===== config.mk =====
export PLATFORM = sky130hd
export DESIGN_NAME = sync_fifo
export DESIGN_NICKNAME = d
export VERILOG_FILES = /design/src/rtl/sync_fifo.sv
export SDC_FILE = /design/constraint.sdc
export NUM_CORES = 2
export LEC_CHECK = 0
export CAP_MARGIN = 20
export CORE_ASPECT_RATIO = 1.75
export CORE_MARGIN = 5
export CORE_UTILIZATION = 36
export CTS_CLUSTER_SIZE = 8
export DETAILED_ROUTE_END_ITERATION = 10
export GPL_ROUTABILITY_DRIVEN = 0
export MAX_ROUTING_LAYER = met4
export SETUP_SLACK_MARGIN = 0.3
export SLEW_MARGIN = 20
export SYNTH_ARGS = -nofsm -noshare
export SYNTH_HDL_FRONTEND = slang
export SYNTH_SLANG_ARGS = --single-unit

===== constraint.sdc =====
create_clock -name clk -period 3.18 [get_ports clk]
set_input_delay 0.477 -clock clk [delete_from_list [all_inputs] [get_ports clk]]
set_output_delay 0.477 -clock clk [all_outputs]
set_load 0.1 [all_outputs]

===== src/rtl/sync_fifo.sv =====
// sync_fifo: single-clock first-word-fall-through FIFO on inferred block RAM with a registered read.
// Optional 16-bit saturating drop counter enabled by defining SYNC_FIFO_DROP_CNT_EN.
module sync_fifo #(
    parameter int unsigned addr_width  = 8,
    parameter int unsigned data_width  = 16,
    parameter int unsigned afull_level = 192
) (
    input  logic                  clk,
    input  logic                  rst,
    input  logic [data_width-1:0] din,
    input  logic                  wr_en,
    output logic [data_width-1:0] dout,
    output logic                  dout_valid,
    input  logic                  dout_ready,
    output logic [addr_width:0]   level,
    output logic                  empty,
    output logic                  full,
    output logic                  afull,
    output logic                  overflow,
    input  logic                  clr_ovf,
    output logic [15:0]           drop_cnt
);
    localparam int unsigned Depth = 1 << addr_width;
    localparam logic [addr_width:0] DepthLvl = Depth[addr_width:0];
    localparam logic [addr_width:0] AfullLvl = afull_level[addr_width:0];

    logic [data_width-1:0] ram [Depth];
    logic [addr_width-1:0] wr_ptr;
    logic [addr_width-1:0] rd_ptr;
    logic [data_width-1:0] mid_data;
    logic                  mid_valid;
    logic [addr_width:0]   fetched;
    logic wr_accept, wr_drop, pop;
    logic head_free, head_from_mid, mid_free;
    logic pending, fetch, bypass, byp_head, byp_mid;

    assign empty = (level == '0);
    assign full  = (level == DepthLvl);
    assign afull = (level >= AfullLvl);

    assign wr_accept     = wr_en & ~full;
    assign wr_drop       = wr_en & full;
    assign pop           = dout_valid & dout_ready;
    assign head_free     = ~dout_valid | pop;
    assign head_from_mid = head_free & mid_valid;
    assign mid_free      = ~mid_valid | head_from_mid;

    // Entries held in the mid and head registers; anything beyond that still sits in RAM.
    assign fetched = {{addr_width{1'b0}}, mid_valid} + {{addr_width{1'b0}}, dout_valid};
    assign pending = (level > fetched);
    assign fetch   = pending & mid_free;

    // A write arriving while every stored entry is already prefetched skips the RAM read so the
    // non-empty FIFO never shows a bubble; an empty FIFO keeps the two-cycle fill latency.
    assign bypass   = wr_accept & ~empty & ~pending;
    assign byp_head = bypass & pop & ~mid_valid;
    assign byp_mid  = bypass & ~byp_head & mid_free;

    always_ff @(posedge clk) begin
        if (wr_accept) ram[wr_ptr] <= din;
        if (fetch) begin
            mid_data <= ram[rd_ptr];
        end else if (byp_mid) begin
            mid_data <= din;
        end
    end

    always_ff @(posedge clk) begin
        if (rst) begin
            wr_ptr     <= '0;
            rd_ptr     <= '0;
            level      <= '0;
            mid_valid  <= 1'b0;
            dout_valid <= 1'b0;
            dout       <= '0;
            overflow   <= 1'b0;
        end else begin
            if (wr_accept) wr_ptr <= wr_ptr + 1'b1;
            if (fetch | byp_head | byp_mid) rd_ptr <= rd_ptr + 1'b1;
            if (wr_accept & ~pop) begin
                level <= level + 1'b1;
            end else if (~wr_accept & pop) begin
                level <= level - 1'b1;
            end
            mid_valid  <= fetch | byp_mid | (mid_valid & ~head_from_mid);
            dout_valid <= head_from_mid | byp_head | (dout_valid & ~pop);
            if (head_from_mid) begin
                dout <= mid_data;
            end else if (byp_head) begin
                dout <= din;
            end
            if (wr_drop) begin
                overflow <= 1'b1;
            end else if (clr_ovf) begin
                overflow <= 1'b0;
            end
        end
    end

`ifdef SYNC_FIFO_DROP_CNT_EN
    logic [15:0] drop_cnt_q;

    always_ff @(posedge clk) begin
        if (rst) begin
            drop_cnt_q <= '0;
        end else if (clr_ovf) begin
            drop_cnt_q <= {15'b0, wr_drop};
        end else if (wr_drop && drop_cnt_q != 16'hFFFF) begin
            drop_cnt_q <= drop_cnt_q + 16'd1;
        end
    end

    assign drop_cnt = drop_cnt_q;
`else
    assign drop_cnt = 16'h0000;
`endif

endmodule


==> results.toml <==
[run_status]
status = "complete, but fails checks"
violations = "negative setup slack"

[clocking]
path_clk_slew_ps = 50
clock_latency_ps = 950
cts_root_buf = "clkbuf_16"
cts_tree = "yes"
cts_max_level = 6
tritoncts.num_buffers = 594
clock_path_buffers = 4
numClockSinks = 4164

[global_route]
gr-usage-met2 = 0.354
antenna_found_initial = 10
grt_overflow = 0
grt_pass1_wl_um = 646000
grtUsageTotal = 0.202
grtUsageMet3 = 0.0242
grt_pass1_vias = 84900
grt_use_met1 = 0.226
busiest_layer = "met2"
grt_start_max_net_pins = 162

[logic_synthesis]
synth_area_per_cell_sq_um = 22.6
ys_async_sr_fraction = 0
synthDistinctLibCells = 65
synth_flop_cell = "edfxtp_1"
syn_area_sq_um = 159000
synthTopCellsByArea = "edfxtp_1 (78%), mux4_2 (15%), a22oi_1 (1.6%)"
synth_edf_count = 4112
synth_top_cell_area_share = 0.778
ys_ff_latch = 4164
synth_warnings = 0
syn_inst = 7036
synth_area_leader_cell = "edfxtp_1"
seq_area_frac_synth = 0.784

[floorplan]
dieArea_sq_um = 455000
start_util = 0.361
placementRows = 322
die_height_um = 889
core_area_sq_um = 440000
ios = 67
die_w_um = 512

[drt]
via_per_inst = 5.62
drt_first_pass_iters = 6
drt_iter0_markers = 8560
routed_wl_um = 458000
via_count = 80600
ant_nets = 0
wl_per_cell_um = 31.9
drc_errors = 0

[finish]
fin_nets = 8444
stdcell_area_sq_um = 196000
fillers = 36200
syn_to_final_growth_pct = 23.5
fin_util = 0.446
drive_gt1_frac = 0.378

[sta]
slew_headroom = 0.175
finalHoldViolations = 0
slew_viol_final = 0
clock_skew_ps = 66.1
max_slew.worst_pin.slew_ps = 1240
setup-violations-final = 16
rsz0062_at_grt = "true"
period_share = 1.10
timing.final.crit_period_ps = 3500
setup_slack_ps = -321
max_freq_ghz = 0.286

[critical_path]
criticalPathCategory = "reg -> reg"
end_kind = "register"
crit_path_top_delay_cell = "mux4_2"
crit_path_max_fanout = 10
critPathRequiredTime_ps = 3860
slowest_delay_ps = 550
arrival_ps = 4180
startpoint_type = "register"
crit_chain = "buf_12 > buf_16 > buf_16 > buf_16 > buf_4 > mux4_2 > a221oi_4 > o22ai_4 > o21ai_4 > buf_6 > o211ai_1 > buf_4 > a221o_1"
cp_common_cell = "buf_16"

[placed_design]
postPlaceCellArea_sq_um = 177000
io_buffer_count = 50
dp_hpwl_um = 287000

[power_and_ir_drop]
p_leak_nw = 61.8
vdd_ir_drop_max_mv = 0.471
power_density_nw_per_um2 = 781

[hold_path]
hp-class = "in -> reg"

[run]
maxCapViolCount = 0
==> cell type report <==
cell class                      instances  area [sq um]  area share
Timing Repair Buffer                 1201         14500      0.0740
Tap cell                             5832          7300      0.0372
Antenna cell                           13          32.5    0.000166
Clock inverter                         30           503     0.00256
Clock buffer                          661         15500      0.0791
Multi-Input combinational cell       2431         33700       0.172
Inverter                               14          55.1    0.000281
Sequential cell                      4164        125000       0.635
==> routing by layer <==
metal	up-vias	wire length [um]
met5	-	0
met4	0	31100
met3	956	25100
met1	43700	159000
li1	32600	-
met2	3372	242000
==> synth_stat cells, drive strengths merged, types with 4 or more instances <==
master and count:
nor2 322, inv 13, nand2b 5, or3 4
buf 257, mux4 1040, xnor2 7, nor2b 14
clkbuf 185, o221ai 14, o22ai 20, mux2i 12
a32oi 8, o211ai 12, a21oi 173, a221o 10
and3 8, and2 7, ha 16, dfxtp 52
nand2 95, nand4 8, xor2 9, or4 13
a22o 74, nor4 13, nand3 28, o21ai 27
a211oi 4, edfxtp 4112, a221oi 67, a22oi 345
a31oi 12, nor3 16
==> timing repair <==
item | in CTS | in global routing
setup buffers | 38 | 76
pin swaps | 49 | 42
setup endpoints to repair | 131 | 23
gates cloned | 9 | 6
hold endpoints to repair | 256 | 0
hold buffers | 11 | 0
gates resized for setup | 250 | 115
==> critical path, delay by kind of cell (launching register included) <==
family                 cells  cell delay [ps]
buffers and inverters      7             1120
multiplexers               1              550
flip-flops                 1              400
AO/OA/AOI/OAI              5             1110
==> registers in the layout, indices dropped and copies added (netlist names), named ones only <==
| name | cells |
|---|---|
| overflow | 1 |
| dout | 16 |
| ram | 4096 |
| level | 9 |
| wr_ptr | 8 |
| mid_data | 16 |
| dout_valid | 1 |
| rd_ptr | 8 |
| mid_valid | 1 |
==> power by group <==
part	leakage, nW	switching (mW)	internal [mW]	total (mW)
registers	37.4	0.425	60.9	61.4
logic	16.5	18.3	17.4	35.7
clock network	7.83	22.1	34.1	56.2
total	61.8	40.8	112	153
==> cells by family after synthesis <==
kind of cell,synth area share
flops,0.784
buf+inv,0.0150
simple gates,0.0145
other cells,0.0000236
fa+ha+maj,0.00139
xor+xnor,0.000883
compound gates,0.0356
mux,0.148
==> cell usage in the layout, fill, tap and decap left out, drive strengths merged, types with 20 or more instances in the layout <==
cell type     n
edfxtp     4112
buf        1177
mux4       1040
clkbuf      667
a22oi       345
nor2        322
a21oi       173
nand2        95
a22o         74
a221oi       67
dfxtp        52
nand3        28
inv          28
o21ai        27
o22ai        20
==> final timing paths <==
kind                 endpoint  slack [ps]  startpoint  cells after the start
setup / recovery  mid_data[4]        -320    register                     13
hold / removal    ram[86][11]          50     din[11]                      1
setup reg to reg  mid_data[4]        -320    register                     13
hold reg to reg      dout[15]         470    dout[15]                      2
==> per-stage QoR <==
stage / power [mW] / setup TNS [ps] / cells / hold slack, ps / setup WS (ps)
global route: 158 / -3980 / 14300 / 28.3 / -341
detailed placement: 94.8 / -11170 / 13500 / 459 / -891
floorplan: 81.0 / -1800 / 7051 / 472 / -34.9
global placement: 94.6 / -11290 / 13500 / 455 / -913
finish: 153 / -3490 / 14300 / 50.1 / -321
CTS: 153 / -3520 / 14300 / 26.5 / -303
No activity file was read; power rests on OpenSTA's default activity.
